## src/rtl/instr_encoder.sv

```systemverilog
// Packs MIPS R/I/J instruction fields into 32-bit words, tags each with an
// auto-incremented instruction-memory address and buffers them in a small FIFO.
module instr_encoder #(
  parameter int ADDR_W     = 8,
  parameter int MEM_WORDS  = 256,
  parameter int START_ADDR = 0,
  parameter int FIFO_DEPTH = 2
) (
  input  logic              clk,
  input  logic              reset,
  input  logic              start,
  input  logic              in_valid,
  output logic              in_ready,
  input  logic [1:0]        fmt,
  input  logic [5:0]        opcode,
  input  logic [4:0]        rs,
  input  logic [4:0]        rt,
  input  logic [4:0]        rd,
  input  logic [4:0]        shamt,
  input  logic [5:0]        fn,
  input  logic [15:0]       imm,
  input  logic [25:0]       target,
  output logic              out_valid,
  input  logic              out_ready,
  output logic [31:0]       out_word,
  output logic [ADDR_W-1:0] out_addr,
  output logic              err_fmt,
  output logic              done
);

  localparam int PTR_W = $clog2(FIFO_DEPTH);
  localparam int CNT_W = PTR_W + 1;
  localparam logic [ADDR_W-1:0] LAST_ADDR  = ADDR_W'(MEM_WORDS - 1);
  localparam logic [ADDR_W-1:0] FIRST_ADDR = ADDR_W'(START_ADDR);
  localparam logic [CNT_W-1:0]  DEPTH_CNT  = CNT_W'(FIFO_DEPTH);

  typedef enum logic [1:0] {IDLE, STREAM, FULL} state_t;

  state_t                    state_reg, state_next;
  logic [PTR_W-1:0]          wr_ptr_reg, rd_ptr_reg;
  logic [CNT_W-1:0]          count_reg;
  logic [ADDR_W-1:0]         addr_reg;
  logic                      err_fmt_reg;
  logic [ADDR_W+31:0]        fifo_mem [FIFO_DEPTH];

  logic [31:0]               word_enc;
  logic                      fmt_legal;
  logic                      accept, push, pop;
  logic [ADDR_W+31:0]        head;

  always_comb begin
    word_enc  = '0;
    fmt_legal = 1'b1;
    unique case (fmt)
      2'd0:    word_enc = {opcode, rs, rt, rd, shamt, fn};
      2'd1:    word_enc = {opcode, rs, rt, imm};
      2'd2:    word_enc = {opcode, target};
      default: fmt_legal = 1'b0;
    endcase
  end

  // start takes priority: it flushes the buffer, so same-cycle handshakes are void
  assign in_ready = (state_reg == STREAM) && (count_reg < DEPTH_CNT);
  assign accept   = in_valid && in_ready && !start;
  assign push     = accept && fmt_legal;
  assign pop      = (count_reg != '0) && out_ready && !start;

  always_comb begin
    state_next = state_reg;
    if (start)
      state_next = STREAM;
    else if (state_reg == STREAM && push && addr_reg == LAST_ADDR)
      state_next = FULL;
  end

  always_ff @(posedge clk or posedge reset) begin
    if (reset) begin
      state_reg   <= IDLE;
      wr_ptr_reg  <= '0;
      rd_ptr_reg  <= '0;
      count_reg   <= '0;
      addr_reg    <= FIRST_ADDR;
      err_fmt_reg <= 1'b0;
    end else begin
      state_reg   <= state_next;
      err_fmt_reg <= accept && !fmt_legal;
      if (start) begin
        wr_ptr_reg <= '0;
        rd_ptr_reg <= '0;
        count_reg  <= '0;
        addr_reg   <= FIRST_ADDR;
      end else begin
        if (push) begin
          wr_ptr_reg <= wr_ptr_reg + 1'b1;
          // the last address is held rather than wrapped
          if (addr_reg != LAST_ADDR)
            addr_reg <= addr_reg + 1'b1;
        end
        if (pop)
          rd_ptr_reg <= rd_ptr_reg + 1'b1;
        if (push && !pop)
          count_reg <= count_reg + 1'b1;
        else if (pop && !push)
          count_reg <= count_reg - 1'b1;
      end
    end
  end

  always_ff @(posedge clk) begin
    if (push)
      fifo_mem[wr_ptr_reg] <= {addr_reg, word_enc};
  end

  // Storage is not reset, so the head is masked until it holds a real entry
  assign head      = fifo_mem[rd_ptr_reg];
  assign out_valid = (count_reg != '0);
  assign out_word  = out_valid ? head[31:0] : 32'd0;
  assign out_addr  = out_valid ? head[ADDR_W+31:32] : '0;
  assign err_fmt   = err_fmt_reg;
  assign done      = (state_reg == FULL) && (count_reg == '0);

endmodule

```

## config.mk

```make
export PLATFORM = sky130hd
export DESIGN_NAME = instr_encoder
export DESIGN_NICKNAME = d
export VERILOG_FILES = /design/src/rtl/instr_encoder.sv
export SDC_FILE = /design/constraint.sdc
export NUM_CORES = 1
export LEC_CHECK = 0
export CORE_ASPECT_RATIO = 2
export CORE_MARGIN = 2
export CORE_UTILIZATION = 25
export CTS_CLUSTER_DIAMETER = 150
export CTS_CLUSTER_SIZE = 24
export DETAILED_ROUTE_END_ITERATION = 8
export SYNTH_ARGS = -nofsm -noshare
export SYNTH_HDL_FRONTEND = slang
export SYNTH_SLANG_ARGS = --single-unit
```

## constraint.sdc

```tcl
create_clock -name clk -period 7.5 [get_ports clk]
set_input_delay 1.5 -clock clk [delete_from_list [all_inputs] [get_ports clk]]
set_output_delay 1.5 -clock clk [all_outputs]
set_load 0.005 [all_outputs]
```

==> results.txt <==
Crit path largest cell delay: 1.01 ns
Pwr/cell area: 219.5 mW/mm^2
WS Path Type: in -> reg
Worst slew margin: 0.2140
CP top delay family: simple AND/OR/NAND/NOR gates
Hold_buf cts: 0
CP Max Fanout: 40
Sink Count: 95
DR iter-0 viols: 86
RSZ-0062 raised after global routing: no
CTS tree: built
Worst-skew pair later-pin latency: 0.34 ns
Leak pwr: 0.002084 uW
Die area: 0.01834 sq mm
RePlAce Congestion: 0.7378
Total routed wirelength: 10800 um
Post-synthesis sequential area ratio: 0.6457
Diode count: 0
Total CTS buffers: 9
Yosys warning total: 0
CP max-delay cell: nor2_4
Post-synthesis cell type count: 34
Final Non-Filler Cells: 675
Post-synth top flop: edfxtp_1
Die W: 96.76 um
Final instance area: 0.006052 sq mm
Routed WL per cell: 16.00 um
Hold path depth: 1
Largest net degree at the start of global routing: 42
Drt first pass iters: 4
Final net count: 545
Top Ports: 125
Worst-path clk slew: 0.07 ns
# DRC: 0
Core area: 0.01677 sq mm
Post-Syn Instances: 347
Die extent in y: 189.5 um
Post-Syn Area: 0.004302 sq mm
Required @ worst endpoint: 7.45 ns
Layout cells sized above 1: 0.05128
Status: complete, no violations
Drt via density: 4.532
Largest register FFs: 80
Final setup vio count: 0
Mean Syn Cell Area: 12.40 sq um
Asr flop ratio synth: 0.1579
Vias in the first global route: 3212
Max Slew Vio Count: 0
Tmin final: 4.092 ns
Worst Setup End Kind: flip-flop
Total of max-cap violations: 0
Final Skew: 0.009670 ns
Final HPWL DP: 7821 um
Worst r2r path cells: 3
HP Class: reg -> reg
Crit path cell chain: clkdlybuf4s50_1, nand2_1, nand3_2, nor2_4
Dpl cells: 659
Worst Path Buf+Inv: 1
Initial Util: 0.2566
IO Port Bufs: 124
Final core occ: 0.3610
P&R area growth vs syn: 40.69%
GRT overflow: 0
Crit path DAT: 4.04 ns
Synth Net Count: 429
Setup TNS: 0 ns
CTS Root Cell: clkbuf_16
Final period util: 0.5457
Final hold slack: 0.5298 ns
Final ANT Viol Nets: 0
Post-CTS Setup Inserts: 0
Startpoint types: input port
Maximum clock rate: 0.2444 GHz
Via Count: 3059
Row cnt: 67
Initial antenna violation count: 0
First-pass GRT wire length: 16710 um
Hold Violations, Final: 0
EDFF count, synth: 80
Least-Margin Pin Slew: 1.176 ns
Total track usage: 0.1184
Clock buffer depth: 2
Register bit total from synthesis: 95
PostCTS Resize Cnt: 0
Max IR drop VDD: 101.6 uV
Levels on crit path: 4
DP Area: 0.005738 sq mm
H-tree lvl count: 3
-- area by class of cell --
class / instances / area, sq um
fillers: 1672 / 10710
flip-flops and latches: 95 / 2779
multi-input cells: 217 / 1391
repair buffers: 126 / 1256
well taps: 207 / 259.0
clock buffers: 11 / 254.0
clock inverters: 5 / 60.06
inverters: 14 / 52.55
-- path summary, 6_finish.rpt --
path / from / endpoint / slack, ns
hold reg to reg: state_reg[0] / state_reg[0] / 0.53
setup reg to reg: count_reg[1] / fifo_mem[0][17] / 4.96
max in group asynchronous: reset / rd_ptr_reg / 5.56
hold / removal: state_reg[0] / state_reg[0] / 0.53
setup / recovery: fmt[0] / fifo_mem[0][17] / 3.41
min in group asynchronous: reset / err_fmt / 1.52
-- synth_stat cells, types with 2 or more instances --
master | count | area [sq um]
clkbuf_1 | 12 | 45.04
inv_1 | 14 | 52.55
a21oi_1 | 9 | 45.04
mux2i_1 | 56 | 560.5
nand3b_1 | 2 | 15.01
dfrtp_1 | 15 | 375.4
nor2_1 | 48 | 180.2
edfxtp_1 | 80 | 2402
xor2_1 | 2 | 17.52
nor2b_1 | 3 | 18.77
nand3_1 | 5 | 25.02
buf_2 | 7 | 35.03
nand2_1 | 30 | 112.6
o21ai_0 | 30 | 150.1
o31ai_1 | 5 | 37.54
and2_1 | 7 | 43.79
or4_1 | 5 | 37.54
-- cells in the final DEF (no fill, tap or decap), types with 2 or more instances in the layout --
cell,count
a21oi_1,9
and2_1,6
buf_4,2
clkbuf_16,10
clkdlybuf4s50_1,124
dfrtp_1,14
edfxtp_1,80
inv_1,14
inv_4,2
inv_6,2
mux2i_1,56
nand2_1,30
nand3_1,5
nand3b_1,2
nor2_1,46
nor2_4,2
nor2b_1,3
o21ai_0,30
o31ai_1,5
or4_1,5
xor2_1,2
-- per-layer routing --
metal,wire length (um),share of wire,vias to the layer above,GRT usage
met1,3725,0.34,1463,0.1176
met2,6300,0.58,106,0.2313
met5,0,0,-,0
li1,-,-,1476,-
met3,462,0.043,14,0.02141
met4,311,0.029,0,0.05688
-- power by group --
part / total [uW] / internal, uW / switching, uW / leakage (uW)
registers: 605 / 597 / 8.14 / 0.000933
clock network: 470 / 281 / 189 / 0.000157
logic: 253 / 136 / 117 / 0.000994
total: 1330 / 1010 / 314 / 0.00208
-- metrics by stage --
stage	setup WS, ns	power, uW
final	3.408	1328
after global routing	3.077	1384
after CTS	3.310	1345
after detailed placement	2.939	874.9
after global placement	3.062	870.0
after floorplan	3.166	728.7
-- kinds of logic (layout without fill, tap and decap cells) --
kind of cell | Yosys count | after routing | synth area share
and+or+nand+nor | 109 | 109 | 0.1184
DFF | 95 | 95 | 0.6457
muxes | 56 | 56 | 0.1303
AOI/OAI and AO/OA | 48 | 48 | 0.06196
buffers and inverters | 35 | 156 | 0.03461
xor gates and xnor gates | 3 | 3 | 0.006109
adders and majority gates | 1 | 1 | 0.002908
No activity file was read; power rests on OpenSTA's default activity.
